==> src/rtl/riscboy_dispctrl_frame_seq_pkg.sv <==
// Shared constants for the per-frame LCD sequencer: panel opcodes, state encoding
// and the opcode lookup by command index.
package riscboy_dispctrl_frame_seq_pkg;

  localparam logic [7:0] LCD_CASET = 8'h2A;
  localparam logic [7:0] LCD_RASET = 8'h2B;
  localparam logic [7:0] LCD_RAMWR = 8'h2C;

  typedef logic [2:0] state_t;

  localparam state_t ST_IDLE       = 3'd0;
  localparam state_t ST_SETTLE_CS  = 3'd1;
  localparam state_t ST_CMD        = 3'd2;
  localparam state_t ST_SETTLE_DC  = 3'd3;
  localparam state_t ST_ARGS       = 3'd4;
  localparam state_t ST_SETTLE_ARG = 3'd5;
  localparam state_t ST_SCAN       = 3'd6;
  localparam state_t ST_FINISH     = 3'd7;

  function automatic logic [7:0] lcd_opcode(input logic [1:0] idx);
    case (idx)
      2'd0:    return LCD_CASET;
      2'd1:    return LCD_RASET;
      default: return LCD_RAMWR;
    endcase
  endfunction

endpackage

==> src/rtl/riscboy_dispctrl_frame_seq_if.sv <==
// Pixel-FIFO write port, shifter status and LCD control lines shared between the
// frame sequencer (master) and the display-controller datapath (slave).
interface riscboy_dispctrl_frame_seq_if;
  logic [15:0] pxfifo_wdata;
  logic        pxfifo_wen;
  logic        pxfifo_full;
  logic        pxfifo_empty;
  logic        tx_busy;
  logic        scanout_buf_release;
  logic        lcd_cs;
  logic        lcd_dc;
  logic        lcd_shiftcnt;
  logic        scan_en;

  modport master (
    output pxfifo_wdata, pxfifo_wen, lcd_cs, lcd_dc, lcd_shiftcnt, scan_en,
    input  pxfifo_full, pxfifo_empty, tx_busy, scanout_buf_release
  );

  modport slave (
    input  pxfifo_wdata, pxfifo_wen, lcd_cs, lcd_dc, lcd_shiftcnt, scan_en,
    output pxfifo_full, pxfifo_empty, tx_busy, scanout_buf_release
  );
endinterface

==> src/rtl/riscboy_dispctrl_idle_settle.sv <==
// Counts consecutive cycles with the FIFO empty and the shifter idle; "settled"
// once that run reaches SETTLE_CYCLES, so CS/DC/width changes never hit live bits.
module riscboy_dispctrl_idle_settle #(
  parameter int SETTLE_CYCLES = 4
) (
  input  logic clk,
  input  logic rst,
  input  logic push,
  input  logic fifo_empty,
  input  logic tx_busy,
  output logic settled
);

  localparam int CW = $clog2(SETTLE_CYCLES + 1);
  localparam logic [CW-1:0] CNT_MAX = CW'(SETTLE_CYCLES);

  logic [CW-1:0] cnt;

  always_ff @(posedge clk) begin
    if (rst) begin
      cnt <= '0;
    end else if (push || !fifo_empty || tx_busy) begin
      cnt <= '0;
    end else if (cnt != CNT_MAX) begin
      cnt <= cnt + CW'(1);
    end
  end

  assign settled = (cnt >= CNT_MAX);

endmodule

==> src/rtl/riscboy_dispctrl_frame_seq.sv <==
// Per-frame sequencer: sends CASET/RASET/RAMWR with window arguments as byte pushes,
// steers CS/DC/shift width at settled points, then runs scanout for cfg_lines buffers.
module riscboy_dispctrl_frame_seq
  import riscboy_dispctrl_frame_seq_pkg::*;
#(
  parameter int W_COORD       = 9,
  parameter int W_LINES       = 9,
  parameter int SETTLE_CYCLES = 4
) (
  input  logic               clk,
  input  logic               rst,
  input  logic               start,
  input  logic               abort,
  input  logic [W_COORD-1:0] cfg_x0,
  input  logic [W_COORD-1:0] cfg_x1,
  input  logic [W_COORD-1:0] cfg_y0,
  input  logic [W_COORD-1:0] cfg_y1,
  input  logic [W_LINES-1:0] cfg_lines,
  output logic               busy,
  output logic               done,
  riscboy_dispctrl_frame_seq_if.master lcd
);

  state_t             state, state_nxt;
  logic [1:0]         idx, idx_nxt;
  logic [1:0]         bcnt, bcnt_nxt;
  logic [W_LINES-1:0] rel_cnt, rel_nxt, rel_inc;
  logic               cs, cs_nxt, dc, dc_nxt, shift, shift_nxt;
  logic               done_pulse, done_nxt;
  logic               capture;
  logic [W_COORD-1:0] x0, x1, y0, y1;
  logic [W_LINES-1:0] lines;
  logic               settled;
  logic               wen;
  logic [7:0]         wbyte;
  logic [15:0]        a0, a1;
  logic [7:0]         arg_byte;

  riscboy_dispctrl_idle_settle #(.SETTLE_CYCLES(SETTLE_CYCLES)) u_settle (
    .clk        (clk),
    .rst        (rst),
    .push       (wen),
    .fifo_empty (lcd.pxfifo_empty),
    .tx_busy    (lcd.tx_busy),
    .settled    (settled)
  );

  // State and control registers; captured window is data and carries no reset
  always_ff @(posedge clk) begin
    if (rst) begin
      state      <= ST_IDLE;
      idx        <= '0;
      bcnt       <= '0;
      rel_cnt    <= '0;
      cs         <= 1'b1;
      dc         <= 1'b0;
      shift      <= 1'b0;
      done_pulse <= 1'b0;
    end else begin
      state      <= state_nxt;
      idx        <= idx_nxt;
      bcnt       <= bcnt_nxt;
      rel_cnt    <= rel_nxt;
      cs         <= cs_nxt;
      dc         <= dc_nxt;
      shift      <= shift_nxt;
      done_pulse <= done_nxt;
    end
  end

  always_ff @(posedge clk) begin
    if (capture) begin
      x0    <= cfg_x0;
      x1    <= cfg_x1;
      y0    <= cfg_y0;
      y1    <= cfg_y1;
      lines <= cfg_lines;
    end
  end

  assign rel_inc = rel_cnt + W_LINES'(1);

  always_comb begin
    state_nxt = state;
    idx_nxt   = idx;
    bcnt_nxt  = bcnt;
    rel_nxt   = rel_cnt;
    cs_nxt    = cs;
    dc_nxt    = dc;
    shift_nxt = shift;
    done_nxt  = 1'b0;
    capture   = 1'b0;
    case (state)
      ST_IDLE: if (start) begin
        capture   = 1'b1;
        idx_nxt   = '0;
        bcnt_nxt  = '0;
        rel_nxt   = '0;
        state_nxt = ST_SETTLE_CS;
      end
      ST_SETTLE_CS: if (settled) begin
        cs_nxt    = 1'b0;
        dc_nxt    = 1'b0;
        state_nxt = ST_CMD;
      end
      ST_CMD: if (wen) state_nxt = ST_SETTLE_DC;
      ST_SETTLE_DC: if (settled) begin
        dc_nxt = 1'b1;
        if (idx != 2'd2) begin
          bcnt_nxt  = '0;
          state_nxt = ST_ARGS;
        end else begin
          shift_nxt = 1'b1;
          state_nxt = (lines == '0) ? ST_FINISH : ST_SCAN;
        end
      end
      ST_ARGS: if (wen) begin
        bcnt_nxt = bcnt + 2'd1;
        if (bcnt == 2'd3) state_nxt = ST_SETTLE_ARG;
      end
      ST_SETTLE_ARG: if (settled) begin
        dc_nxt    = 1'b0;
        idx_nxt   = idx + 2'd1;
        state_nxt = ST_CMD;
      end
      ST_SCAN: if (lcd.scanout_buf_release) begin
        if (rel_cnt != lines) rel_nxt = rel_inc;
        if (rel_inc == lines) state_nxt = ST_FINISH;
      end
      ST_FINISH: if (settled) begin
        cs_nxt    = 1'b1;
        dc_nxt    = 1'b0;
        shift_nxt = 1'b0;
        done_nxt  = 1'b1;
        state_nxt = ST_IDLE;
      end
      default: state_nxt = ST_IDLE;
    endcase
    if (abort && state != ST_IDLE && state != ST_FINISH) state_nxt = ST_FINISH;
  end

  always_comb begin
    a0 = (idx == 2'd0) ? 16'(x0) : 16'(y0);
    a1 = (idx == 2'd0) ? 16'(x1) : 16'(y1);
    case (bcnt)
      2'd0:    arg_byte = a0[15:8];
      2'd1:    arg_byte = a0[7:0];
      2'd2:    arg_byte = a1[15:8];
      default: arg_byte = a1[7:0];
    endcase
  end

  // Pushes are combinational on !full so a write is never presented into a full FIFO
  always_comb begin
    wen   = 1'b0;
    wbyte = 8'h00;
    if (state == ST_CMD) begin
      wen   = !lcd.pxfifo_full;
      wbyte = lcd_opcode(idx);
    end else if (state == ST_ARGS) begin
      wen   = !lcd.pxfifo_full;
      wbyte = arg_byte;
    end
    lcd.pxfifo_wen    = wen;
    lcd.pxfifo_wdata  = wen ? {wbyte, 8'h00} : 16'h0000;
    lcd.scan_en       = (state == ST_SCAN);
    lcd.lcd_cs        = cs;
    lcd.lcd_dc        = dc;
    lcd.lcd_shiftcnt  = shift;
    busy              = (state != ST_IDLE);
    done              = done_pulse;
  end

endmodule

==> src/flat_wrapper.sv <==
// flat-port wrapper written by rule: the top's interface ports become plain ports
module riscboy_dispctrl_frame_seq_flat import riscboy_dispctrl_frame_seq_pkg::*;
#(
  parameter int W_COORD       = 9,
  parameter int W_LINES       = 9,
  parameter int SETTLE_CYCLES = 4
)
  (clk, rst, start, abort, cfg_x0, cfg_x1, cfg_y0, cfg_y1, cfg_lines, busy, done, lcd_pxfifo_wdata, lcd_pxfifo_wen, lcd_lcd_cs, lcd_lcd_dc, lcd_lcd_shiftcnt, lcd_scan_en, lcd_pxfifo_full, lcd_pxfifo_empty, lcd_tx_busy, lcd_scanout_buf_release);
  riscboy_dispctrl_frame_seq_if lcd_i ();
  input  logic clk;
  input  logic rst;
  input  logic start;
  input  logic abort;
  input  logic [W_COORD-1:0] cfg_x0;
  input  logic [W_COORD-1:0] cfg_x1;
  input  logic [W_COORD-1:0] cfg_y0;
  input  logic [W_COORD-1:0] cfg_y1;
  input  logic [W_LINES-1:0] cfg_lines;
  output logic busy;
  output logic done;
  output wire logic [$bits(lcd_i.pxfifo_wdata)-1:0] lcd_pxfifo_wdata;
  output wire logic [$bits(lcd_i.pxfifo_wen)-1:0] lcd_pxfifo_wen;
  output wire logic [$bits(lcd_i.lcd_cs)-1:0] lcd_lcd_cs;
  output wire logic [$bits(lcd_i.lcd_dc)-1:0] lcd_lcd_dc;
  output wire logic [$bits(lcd_i.lcd_shiftcnt)-1:0] lcd_lcd_shiftcnt;
  output wire logic [$bits(lcd_i.scan_en)-1:0] lcd_scan_en;
  input wire logic [$bits(lcd_i.pxfifo_full)-1:0] lcd_pxfifo_full;
  input wire logic [$bits(lcd_i.pxfifo_empty)-1:0] lcd_pxfifo_empty;
  input wire logic [$bits(lcd_i.tx_busy)-1:0] lcd_tx_busy;
  input wire logic [$bits(lcd_i.scanout_buf_release)-1:0] lcd_scanout_buf_release;
  assign lcd_pxfifo_wdata = lcd_i.pxfifo_wdata;
  assign lcd_pxfifo_wen = lcd_i.pxfifo_wen;
  assign lcd_lcd_cs = lcd_i.lcd_cs;
  assign lcd_lcd_dc = lcd_i.lcd_dc;
  assign lcd_lcd_shiftcnt = lcd_i.lcd_shiftcnt;
  assign lcd_scan_en = lcd_i.scan_en;
  assign lcd_i.pxfifo_full = lcd_pxfifo_full;
  assign lcd_i.pxfifo_empty = lcd_pxfifo_empty;
  assign lcd_i.tx_busy = lcd_tx_busy;
  assign lcd_i.scanout_buf_release = lcd_scanout_buf_release;
  riscboy_dispctrl_frame_seq #(.W_COORD(W_COORD), .W_LINES(W_LINES), .SETTLE_CYCLES(SETTLE_CYCLES)) u_core (.clk(clk), .rst(rst), .start(start), .abort(abort), .cfg_x0(cfg_x0), .cfg_x1(cfg_x1), .cfg_y0(cfg_y0), .cfg_y1(cfg_y1), .cfg_lines(cfg_lines), .busy(busy), .done(done), .lcd(lcd_i));
endmodule
==> config.mk <==
export PLATFORM = sky130hd
export DESIGN_NAME = riscboy_dispctrl_frame_seq_flat
export DESIGN_NICKNAME = d
export VERILOG_FILES = /design/src/rtl/riscboy_dispctrl_frame_seq_pkg.sv /design/src/rtl/riscboy_dispctrl_frame_seq_if.sv /design/src/rtl/riscboy_dispctrl_idle_settle.sv /design/src/rtl/riscboy_dispctrl_frame_seq.sv /design/src/flat_wrapper.sv
export SDC_FILE = /design/constraint.sdc
export NUM_CORES = 1
export LEC_CHECK = 0
export ABC_AREA = 0
export BUFFER_PORTS_ARGS = -buffer_cell sky130_fd_sc_hd__clkbuf_2
export CAP_MARGIN = 20
export CORE_ASPECT_RATIO = 1.5
export CORE_UTILIZATION = 54
export DETAILED_ROUTE_END_ITERATION = 10
export PLACE_DENSITY_LB_ADDON = 0.15
export SETUP_SLACK_MARGIN = 0.4
export SLEW_MARGIN = 20
export SYNTH_ARGS = -nofsm -noshare
export SYNTH_HDL_FRONTEND = slang
export SYNTH_SLANG_ARGS = --single-unit
==> constraint.sdc <==
create_clock -name clk -period 3.8 [get_ports clk]
set_input_delay 0.76 -clock clk [delete_from_list [all_inputs] [get_ports clk]]
set_output_delay 0.76 -clock clk [all_outputs]
set_load 0.01 [all_outputs]
# After elaboration in Yosys (flattened, before gate mapping)
# Index checks and enable logic that the tools add are counted.
[word_totals]
wordCells = 127
input_bits = 53
output_inout_bits = 23
ff_bits = 68
[classes]
muxes = 43
addsub = 4
n_reduce_logical = 28
bitwise_logic = 1
eq_ne = 36
n_lt_le_gt_ge = 1
[op_table]
columns = ["op", "count"]
rows = [
  ["two-way mux 9 bit", 5],
  ["two-way mux 3 bit", 11],
  ["one-hot mux 8 bit (3 select lines)", 1],
  ["one-hot mux 3 bit (7 select lines)", 1],
  ["inequality test 3 x 1 -> 1 bit, second input constant", 6],
  ["one-hot mux 9 bit (2 select lines)", 1],
  ["two-way mux 16 bit", 1],
  ["two-way mux 8 bit", 2],
  ["inequality test 2 x 1 -> 1 bit, second input constant", 8],
  ["equality test 3 bit, second input constant", 4],
  ["two-way mux 1 bit", 10],
  ["two-way mux 2 bit", 5],
  ["nonzero test 2 bit", 5],
  ["adder 9 x 1 -> 9 bit, second input constant", 1],
  ["equality test 9 bit", 1],
  ["logical NOT 9 bit", 1],
  ["inequality test 3 x 2 -> 1 bit, second input constant", 3],
  ["inequality test 9 bit", 1],
  ["AND reduction 3 bit", 3],
  ["AND reduction 9 bit", 1],
  ["inequality test 2 bit, second input constant", 4],
  ["AND reduction 4 bit", 2],
  ["equality test 3 x 2 -> 1 bit, second input constant", 2],
  ["inequality test 3 bit, second input constant", 2],
  ["other kinds (20)", 32],
]

# Longest topological paths before layout
# Gate-level depths: netlist of the first run.
[depth]
depth_word = 6
mapped_depth = 9
ltp_nobuf = 7

# By module
# Synthesis of the first run repeated with hierarchy kept, for this count alone.
[hier_totals]
cells_unflattened = 354
hier_area_um2 = 3701.0
[modules_own_cells]
columns = ["mod", "n_inst", "area_each_um2", "cells_each", "seq_area_each_um2"]
rows = [
  ["riscboy_dispctrl_frame_seq", 1, 3530.9, 336, 1751.7],
  ["riscboy_dispctrl_idle_settle", 1, 170.2, 18, 60.1],
]

# Worst setup path after synthesis of the first run
# No wires, ideal clock.
[synth_timing]
path_kind = "in2reg"
start = "in start"
end = "reg u_core.rel_cnt[6]"
arrival_ns = 3.299
t_required_ns = 3.730
slack_ns = 0.430
setup_time_ns = 0.070
path_buffers = 1
path_stages = 6
path_cell_list = "nor4b_4 -> nand4b_1 -> o31ai_1 -> buf_2 -> or3_1 -> a21oi_1"
[synth_between]
elab_chain_cells = 2
[synth_rtl]
columns = ["element", "line_no", "source"]
rows = [
  ["start, declared", "flat_wrapper.sv:12", "input logic start;"],
  ["inequality test 2 bit (no source line)", "-", ""],
  ["AND reduction 4 bit (no source line)", "-", ""],
  ["end signal, assigned", "riscboy_dispctrl_frame_seq.sv:63", "rel_cnt <= rel_nxt;"],
  ["end, declared", "riscboy_dispctrl_frame_seq.sv:27", "logic [W_LINES-1:0] rel_cnt, rel_nxt, rel_inc;"],
]
# No other way between the ends.
# A chain may end at the register's enable or synchronous reset.

# Final worst setup path of the first run
[layout_timing]
start = "reg u_core.idx[0]"
end = "out lcd_pxfifo_wdata[8]"
[layout_between]
elab_chain_cells = 6
word_cells_on_any_way = 9
cone_classes = "eq/ne (1); mux (7); reduce/logical (1)"
[layout_rtl]
columns = ["element", "line_no", "source"]
rows = [
  ["start, declared", "riscboy_dispctrl_frame_seq.sv:25", "logic [1:0] idx, idx_nxt;"],
  ["start signal, assigned", "riscboy_dispctrl_frame_seq.sv:61", "idx <= idx_nxt;"],
  ["logical NOT 2 bit", "riscboy_dispctrl_frame_seq_pkg.sv:21, riscboy_dispctrl_frame_seq.sv:143, riscboy_dispctrl_frame_seq.sv:144", ""],
  ["two-way mux 9 bit, on equally long branches", "riscboy_dispctrl_frame_seq.sv:144, riscboy_dispctrl_frame_seq.sv:143", ""],
  ["one-hot mux 8 bit (3 select lines)", "riscboy_dispctrl_frame_seq.sv:145", "case (bcnt)"],
  ["two-way mux 8 bit", "riscboy_dispctrl_frame_seq.sv:160", "end else if (state == ST_ARGS) begin"],
  ["two-way mux 8 bit (*)", "riscboy_dispctrl_frame_seq.sv:157", "if (state == ST_CMD) begin"],
  ["two-way mux 16 bit (*)", "riscboy_dispctrl_frame_seq.sv:165", "lcd.pxfifo_wdata = wen ? {wbyte, 8'h00} : 16'h0000;"],
  ["end, declared", "flat_wrapper.sv:21", "output wire logic [$bits(lcd_i.pxfifo_wdata)-1:0] lcd_pxfifo_wdata;"],
]
# Every way passes the cells marked *; elsewhere a longest branch is shown, timed or not.

==> run_results.csv, run 1 <==
group,metric,value,unit
run_status,outcome,"finished, final reports clean",
global_routing,grt_pass1_wl,10600,um
worst_setup_path,crit_chain,"inv_1 > ha_2 > mux4_2 > a211oi_1 > clkbuf_2",
floorplan,boundaryPins,76,
route,post_drt_wl_per_cell,14.2,um
worst_setup_path,arrival,2.29,ns
worst_setup_path,critPathLaunch,"u_core.idx[0]",
worst_setup_path,r2r_start,"u_core.state[0]",
worst_setup_path,cp_top_family,"multiplexers",
placement,portBuffers,67,
pwr,powerDensity,576,nW/um2
worst_hold_path,holdPathStages,2,
synth,yosys_warnings,0,
timing,rsz0062_at_grt,"false",
clocking,worstSkewPairLatency,0.35,ns
global_routing,grt_start_max_net_pins,49,
clocking,cts_tree,"built",
route,wl_met3,370,um
worst_setup_path,critical_path_class,"flip-flop to output port",
floorplan,row_count,35,
synth,synthFlopType,"edfxtp_1",
timing,slew_headroom,0.541,
synth,ys_ff_latch,68,
timing,clock_skew,0.00918,ns
final_layout,syn_to_final_growth,16.4,%
synth,synth_edf_count,45,
worst_hold_path,holdCritPathClass,"flip-flop to flip-flop",
worst_setup_path,ff2ff_setup_slack,1.44,ns
clocking,cts.sinks,68,
worst_setup_path,cp_slowest_stage_delay,0.56,ns
timing,fin_tns_setup,0,ns
final_layout,drive_gt1_frac,0.267,
synth,synth_cell_types,58,
route,ant_nets,0,
timing,finalCritPeriodShare,0.803,
floorplan,die_w,67.4,um
worst_setup_path,reg2reg_depth,6,
route,drt_wl_total,6640,um
synth,syn_area,3470,um2
pwr,vdd_ir_drop_max,0.000338,V
route,drt-pass1-iter-count,4,
route,drc,0,
final_layout,diodes,0,
global_routing,overflow,0,
clocking,htreeDepth,3,
route,wl_met2,3400,um
floorplan,chipHeight,100,um
timing,finalHoldViolCount,0,
worst_setup_path,worst_setup_path_start_kind,"flip-flop",
timing,setup_viol,0,
timing,timing.final.ws_setup,0.749,ns
worst_setup_path,reg2reg_to,"u_core.state[2]",
route,drt_iter0_markers,190,
synth,avgSynthCellArea,10.7,um2
timing,tightest_slew,0.687,ns
clocking,path_clk_slew,0.08,ns
placement,place_area,3810,um2
run,maxCapViolations,0,
placement,place_ws,0.828,ns
placement,gp_congestion,0.898,
clocking,cts_root_buf,"clkbuf_8",
timing,max_freq,328,MHz
floorplan,fp.dieArea,6750,um2
global_routing,grt_use_total,0.216,
synth,seq_area_frac_synth,0.523,
placement,hpwlAfterDp,4820,um
clocking,post_cts_buffers,0,
synth,ys_async_sr_fraction,0,
worst_setup_path,crit_slowest_cell,"mux4_2",
worst_setup_path,critPathBufInv,2,
timing,slew_violations,0,
clocking,hold_buffers,0,
final_layout,design_area,4040,um2
route,highest_layer,"met4",
worst_hold_path,min_from,"u_core.lcd.lcd_dc",
worst_setup_path,worst-path-max-fanout,16,
floorplan,initial_utilization,0.561,
global_routing,antenna_found_initial,0,
clocking,cts_buffer_depth,2,
clocking,numCtsBuffers,9,
worst_setup_path,cp-end-kind,"output port",
global_routing,grt_pass1_vias,2423,
synth,syn_inst,324,
timing,period_needed,3.05,ns
route,vias,2594,
clocking,post_cts_resized,0,
route,vias_per_cell,5.55,
worst_hold_path,hold_path_end,"u_core.lcd.lcd_dc",
worst_setup_path,cp.required,3.04,ns
final_layout,nNetsFinal,452,
pwr,p_leak,1.56,nW
floorplan,core,6170,um2
route,met1Wirelength,2620,um
==> cell type report <==
class,count,area (um2)
repair buffers,69,350
inverters,13,48.8
clock buffers,9,124
fillers,505,2140
flip-flops and latches,68,1810
well taps,74,92.6
multi-input cells,227,1510
clock inverters,7,98.8
==> how the worst max path moves through the flow <==
stage	end	slack [ns]	depth (start not counted)
2_1_floorplan	u_core.rel_cnt[6]	0.43	6
3_3_place_gp	lcd_pxfifo_wdata[8]	0.88	5
3_5_place_dp	lcd_pxfifo_wdata[8]	0.83	5
4_1_cts	lcd_pxfifo_wdata[8]	0.45	5
5_1_grt	lcd_pxfifo_wdata[8]	0.63	5
6_report	lcd_pxfifo_wdata[8]	0.75	5
==> cell usage after synthesis, types with 8 or more instances <==
master    number  area share
edfxtp_1      45        0.39
nor2_1        35       0.038
dfxtp_1       23        0.13
a21oi_1       22       0.032
nand2_1       20       0.022
o21ai_0       14       0.020
inv_1         13       0.014
xnor2_1       12       0.030
ha_1          11       0.040
nand3_1       11       0.016
nand2b_1       9       0.016
buf_2          8       0.012
buf_4          8       0.017
mux2i_1        8       0.023
==> state kept, by name (all words and copies together) (netlist names) <==
name / cells
u_core.lcd.lcd_cs: 1
u_core.done: 1
u_core.state: 3
u_core.y0: 9
u_core.rel_cnt: 9
u_core.u_settle.cnt: 3
u_core.lcd.lcd_dc: 1
u_core.idx: 2
u_core.x1: 9
u_core.y1: 9
u_core.lines: 9
u_core.lcd.lcd_shiftcnt: 1
u_core.bcnt: 2
u_core.x0: 9
==> where the power goes <==
group	internal [mW]	leakage, nW	switching (mW)
clock network	0.372	0.110	0.292
registers	0.958	0.604	0.137
logic	0.230	0.843	0.335
==> layout by cell type, fill, tap and decap left out, types with 6 or more instances in the layout <==
cell,netlist,final
mux2i_1,8,8
nand3_1,11,11
nor3_1,7,7
inv_1,13,13
conb_1,1,8
mux2_2,7,7
ha_1,11,10
clkbuf_2,0,67
nand2_1,20,20
a21oi_1,22,22
clkbuf_8,0,9
a211oi_1,6,6
nor2_1,35,35
xnor2_1,12,12
nand2b_1,9,9
dfxtp_1,23,23
o21ai_0,14,14
edfxtp_1,45,45
==> per-stage QoR <==
step                      total power, mW  hold WS, ns  std cells   util
after floorplan                      1.52        0.465        331      -
after global placement               1.66        0.480        451  0.617
after detailed placement             1.67        0.494        451  0.617
after CTS                            2.33        0.505        467  0.653
after global routing                 2.45        0.532        467  0.653
final                                2.32        0.503        467  0.653
==> layer usage <==
layer  up-vias  global-route usage
li1       1291                   -
met1      1186               0.242
met2        94               0.363
met3        23              0.0466
met4         0               0.133
met5         -                   0
==> worst register-to-register path, cell delays in order, from the launching register on <==
cell and delay, ns:
dfxtp_1 0.76, or3_1 0.21, o21ai_0 0.12, a211oi_2 0.49, nor2b_1 0.27, nand2_1 0.08, a221o_1 0.33
==> logic make-up after synthesis <==
group	after synthesis	synth area share
other	1	0.00108
xor gates and xnor gates	14	0.0354
DFF	68	0.523
adders and majority gates	11	0.0397
AOI/OAI and AO/OA	68	0.132
muxes	16	0.0523
buffers and inverters	36	0.0505
and+or+nand+nor	110	0.167
Note: power is estimated with default switching activity, not from simulation.
==> run 2, diff against run 1 <==
Clock period 3.8 ns to 3.04 ns, I/O delays scaled along.
==> run 2 against run 1 <==
Effect of this change:
- utilization increased by 1.7 points
- global-route usage increased by 0.83 points
- via count increased by 1.9%
- clock power increased by 11%
- cell area increased by 2.7%
- first-iteration DRC count unchanged
- combinational power increased by 28%
- sequential share of layout area decreased by 1.0 points
- hold slack got worse by 0.062 ns
- final cell count increased by 1.7%
- clock-buffer cell count unchanged
- register-to-register slack got worse by 0.68 ns
- largest cell class unchanged
==> run_results.csv, run 2 (synthesis results as in run 1) <==
group,metric,value,unit
clocking,cts_root_buf,"clkbuf_8",
pwr,vdd_ir_drop_max,0.000430,V
floorplan,row_count,35,
clocking,cts_tree,"built",
final_layout,diodes,0,
clocking,cts.sinks,68,
clocking,worstSkewPairLatency,0.34,ns
final_layout,multi_input_area,1560,um2
clocking,numCtsBuffers,9,
worst_hold_path,holdCritPathClass,"input port to flip-flop",
worst_setup_path,worst-path-max-fanout,9,
timing,timing.final.ws_setup,0.529,ns
final_layout,mostFrequentLayoutCells,"clkbuf_2, edfxtp_1, nor2_1, a21oi_1, nand2_1",
clocking,cts_buffer_depth,2,
global_routing,grt_pass1_vias,2441,
clocking,path_clk_slew,0.08,ns
floorplan,boundaryPins,76,
placement,hpwlAfterDp,4890,um
route,vias,2643,
route,drt-pass1-iter-count,4,
floorplan,chipHeight,100,um
final_layout,design_area,4140,um2
final_layout,drive_gt1_frac,0.319,
final_layout,fill_cells,498,
worst_setup_path,arrival,1.90,ns
timing,finalCritPeriodShare,0.826,
floorplan,core,6170,um2
timing,rsz0062_at_grt,"false",
timing,tightest_slew,0.546,ns
final_layout,layout_commonest_cell,"clkbuf_2",
pwr,p_leak,1.59,nW
route,drt_iter0_markers,190,
timing,setup_viol,0,
timing,max_freq,398,MHz
final_layout,utilization,0.671,
placement,place_ws,0.592,ns
global_routing,overflow,0,
placement,place_area,3830,um2
timing,clock_skew,0.0116,ns
route,post_drt_wl_per_cell,14.1,um
pwr,powerDensity,683,nW/um2
final_layout,regArea,1820,um2
final_layout,syn_to_final_growth,19.5,%
global_routing,grt_use_total,0.224,
worst_setup_path,cp.required,2.43,ns
timing,slew_headroom,0.636,
timing,slew_violations,0,
placement,portBuffers,67,
route,ant_nets,0,
floorplan,die_w,67.4,um
route,vias_per_cell,5.56,
timing,finalHoldViolCount,0,
clocking,hold_buffers,0,
run_status,outcome,"finished, final reports clean",
route,drc,0,
global_routing,grt_pass1_wl,10900,um
timing,period_needed,2.51,ns
global_routing,antenna_found_initial,0,
floorplan,initial_utilization,0.561,
worst_setup_path,critical_path_class,"flip-flop to output port",
final_layout,nNetsFinal,460,
route,drt_wl_total,6700,um
run,maxCapViolations,0,
global_routing,grt_start_max_net_pins,49,
placement,gp_congestion,0.926,
worst_setup_path,worst_setup_path_start_kind,"flip-flop",
clocking,htreeDepth,3,
worst_setup_path,cp-end-kind,"output port",
floorplan,fp.dieArea,6750,um2
==> run 2: cell type report <==
type,count,share of cell area
flip-flops and latches,68,0.439
well taps,74,0.0223
multi-input cells,227,0.377
repair buffers,77,0.102
clock buffers,9,0.0299
clock inverters,7,0.0181
inverters,13,0.0118
==> run 2: stage by stage <==
| step | cells | setup TNS (ns) | hold slack [ns] | power, mW |
|---|---|---|---|---|
| final | 475 | 0 | 0.441 | 2.83 |
| after global placement | 452 | 0 | 0.481 | 2.07 |
| after CTS | 468 | 0 | 0.422 | 2.85 |
| after floorplan | 331 | -0.388 | 0.465 | 1.91 |
| after global routing | 475 | 0 | 0.417 | 3.00 |
| after detailed placement | 452 | 0 | 0.487 | 2.09 |
==> run 2: critical path: stages, from the launching register on <==
cell and delay, ns:
dfxtp_1 0.34, inv_2 0.11, ha_4 0.18, buf_12 0.13, mux2_2 0.32, nand2_1 0.06, o21ai_0 0.09, a21oi_1 0.17
nor2_1 0.06, clkbuf_2 0.12
==> run 2: final timing paths <==
| check | from | to | slack [ns] | depth (start not counted) |
|---|---|---|---|---|
| worst min register to register | u_core.bcnt[1] | u_core.bcnt[1] | 0.50 | 2 |
| worst max register to register | u_core.rel_cnt[0] | u_core.state[2] | 0.76 | 7 |
| worst max-delay path | u_core.idx[0] | lcd_pxfifo_wdata[10] | 0.53 | 9 |
| worst min-delay path | cfg_x0[4] | u_core.x0[4] | 0.44 | 1 |
==> run 2: routing by layer <==
metal | part of all wire | wire, um | vias up | global-route usage
met3 | 0.059 | 395 | 10 | 0.0625
met2 | 0.54 | 3630 | 82 | 0.379
li1 | - | - | 1312 | -
met1 | 0.38 | 2510 | 1239 | 0.246
met4 | 0.024 | 160 | 0 | 0.124
met5 | 0 | 0 | - | 0
==> run 2: where the power goes <==
| group | total [mW] | internal [mW] | switching, mW |
|---|---|---|---|
| combinational | 0.721 | 0.295 | 0.426 |
| clock | 0.738 | 0.383 | 0.355 |
| sequential | 1.37 | 1.20 | 0.168 |
| total | 2.83 | 1.88 | 0.949 |
==> run 2: timing repair <==
action / 4_1_cts / 5_1_grt
resized for setup: 11 / 9
pin swaps: 0 / 3
setup buffers: 0 / 7
setup endpoints to repair: 7 / 8
cloned: 0 / 0
==> run 3, diff against run 2 <==
Clock period 3.04 ns to 2.4 ns, I/O delays scaled along.
==> run 3 against run 2 <==
Effect of this change:
- sequential power rose by 23%
- first-iteration DRC count shrank 19%
- sequential cell count unchanged
- routed wire length rose by 29%
- clock skew down 0.0012 ns
- utilization increased by 8.6 points
- global-route usage increased by 3.1 points
- critical endpoint unchanged
==> run_results.csv, run 3 (synthesis results as in run 1) <==
group,metric,value,unit
final_layout,regArea,1840,um2
final_layout,instances_no_fill,506,
final_layout,diodes,0,
final_layout,syn_to_final_growth,34.8,%
timing,setup_viol,0,
clocking,path_clk_slew,0.08,ns
pwr,swShare,0.338,
timing,finalCritPeriodShare,0.988,
timing,slew_violations,0,
timing,period_needed,2.37,ns
clocking,worstSkewPairLatency,0.35,ns
pwr,p_leak,1.84,nW
route,ant_nets,0,
floorplan,die_w,67.4,um
route,vias,2894,
route,drc,0,
final_layout,mostFrequentLayoutCells,"clkbuf_2, edfxtp_1, nor2_1, buf_4, nand2_1",
pwr,powerDensity,896,nW/um2
global_routing,grt_pass1_wl,12400,um
clocking,cts_buffer_depth,2,
floorplan,row_count,35,
placement,place_ws,0.255,ns
timing,clock_skew,0.0104,ns
route,vias_per_cell,5.72,
final_layout,fill_cells,405,
worst_setup_path,ff2ff_setup_slack,0.41,ns
global_routing,antenna_found_initial,0,
worst_setup_path,worst-path-max-fanout,4,
timing,timing.final.ws_setup,0.0289,ns
route,drt-pass1-iter-count,5,
worst_setup_path,critical_path_class,"flip-flop to output port",
timing,max_freq,422,MHz
timing,rsz0062_at_grt,"true",
run_status,outcome,"finished, final reports clean",
final_layout,design_area,4670,um2
pwr,p_sw,1.41,mW
placement,portBuffers,67,
timing,fin_tns_setup,0,ns
pwr,vdd_ir_drop_max,0.000611,V
route,drt_iter0_markers,154,
route,drt_wl_total,8670,um
pwr,pwr-share-clk,0.248,
placement,place_inst,457,
pwr,power.internal,2.77,mW
final_layout,multi_input_area,1730,um2
clocking,cts_root_buf,"clkbuf_8",
final_layout,drive_gt1_frac,0.435,
floorplan,boundaryPins,76,
final_layout,nNetsFinal,491,
worst_setup_path,cp.required,1.92,ns
worst_setup_path,cp-end-kind,"output port",
run,maxCapViolations,0,
placement,hpwlAfterDp,5210,um
pwr,seqPwrFrac,0.405,
global_routing,overflow,0,
clocking,htreeDepth,3,
floorplan,chipHeight,100,um
global_routing,grt_use_total,0.255,
placement,gp_congestion,0.967,
worst_setup_path,arrival,1.89,ns
worst_setup_path,worst_setup_path_start_kind,"flip-flop",
floorplan,core,6170,um2
final_layout,utilization,0.757,
clocking,numCtsBuffers,9,
timing,finalHoldViolCount,0,
clocking,cts_tree,"built",
placement,place_area,3890,um2
route,post_drt_wl_per_cell,17.1,um
pwr,pwr-share-comb,0.347,
clocking,cts.sinks,68,
worst_hold_path,holdCritPathClass,"input port to flip-flop",
final_layout,layout_commonest_cell,"clkbuf_2",
global_routing,grt_pass1_vias,2688,
clocking,hold_buffers,0,
floorplan,fp.dieArea,6750,um2
floorplan,initial_utilization,0.561,
global_routing,grt_start_max_net_pins,49,
run 3: cell types whose count changed in the layout (fill, tap and decap cells not counted), moves of 4 or more:
cell      before  now
buf_6          0    7
dfxtp_4        0    7
o21ai_0       12    8
buf_4          9   28
a21oi_2        1    6
clkbuf_2      66   59
buf_2          1    8
dfxtp_1       18   11
ha_4           2    6
a21oi_1       22   17
run 3: per-stage QoR:
step / total power [mW] / hold WS [ns]
finish: 4.18 / 0.295
global route: 4.38 / 0.286
CTS: 3.91 / 0.286
detailed placement: 2.73 / 0.484
global placement: 2.71 / 0.476
floorplan: 2.46 / 0.465
run 3: metal layers:
layer  global-route usage  part of all wire
met5                    0                 0
met1                0.264              0.37
met2                0.450              0.55
met3               0.0602             0.038
met4                0.151             0.040
run 3: repair_timing:
item,CTS,global route
setup endpoints to repair,16,14
gates cloned,1,0
buffers inserted,19,13
pin swaps,14,10
gates resized for setup,54,35
run 3: area by class of cell:
cell class / count / area share
timing repair buffer: 108 / 0.156
inverter: 13 / 0.0121
sequential: 68 / 0.395
multi-input combinational: 227 / 0.371
clock buffer: 10 / 0.0273
tap: 74 / 0.0198
clock inverter: 6 / 0.0187
run 3: critical path: stages, from the launching register on:
cell and delay, ns:
dfxtp_2 0.33, inv_2 0.07, ha_4 0.15, buf_12 0.11
mux2_2 0.34, nand2_2 0.09, o21ai_2 0.08, a21oi_2 0.18
nor2_1 0.06, clkbuf_2 0.13
run 3: worst paths after layout:
kind | startpoint | endpoint | depth (start not counted)
hold reg to reg | u_core.bcnt[1] | u_core.bcnt[1] | 2
hold / removal | cfg_y0[5] | u_core.y0[5] | 1
setup reg to reg | u_core.state[2] | u_core.state[2] | 7
setup / recovery | u_core.idx[1] | lcd_pxfifo_wdata[10] | 9
run 3: power by group through the flow:
| stage | combinational (mW) | sequential, mW | clock [mW] |
|---|---|---|---|
| 2_1_floorplan | 0.839 | 1.62 | 0 |
| 3_3_place_gp | 0.968 | 1.74 | 0 |
| 3_5_place_dp | 0.985 | 1.75 | 0 |
| 4_1_cts | 1.16 | 1.70 | 1.05 |
| 5_1_grt | 1.57 | 1.71 | 1.10 |
| 6_report | 1.45 | 1.69 | 1.04 |
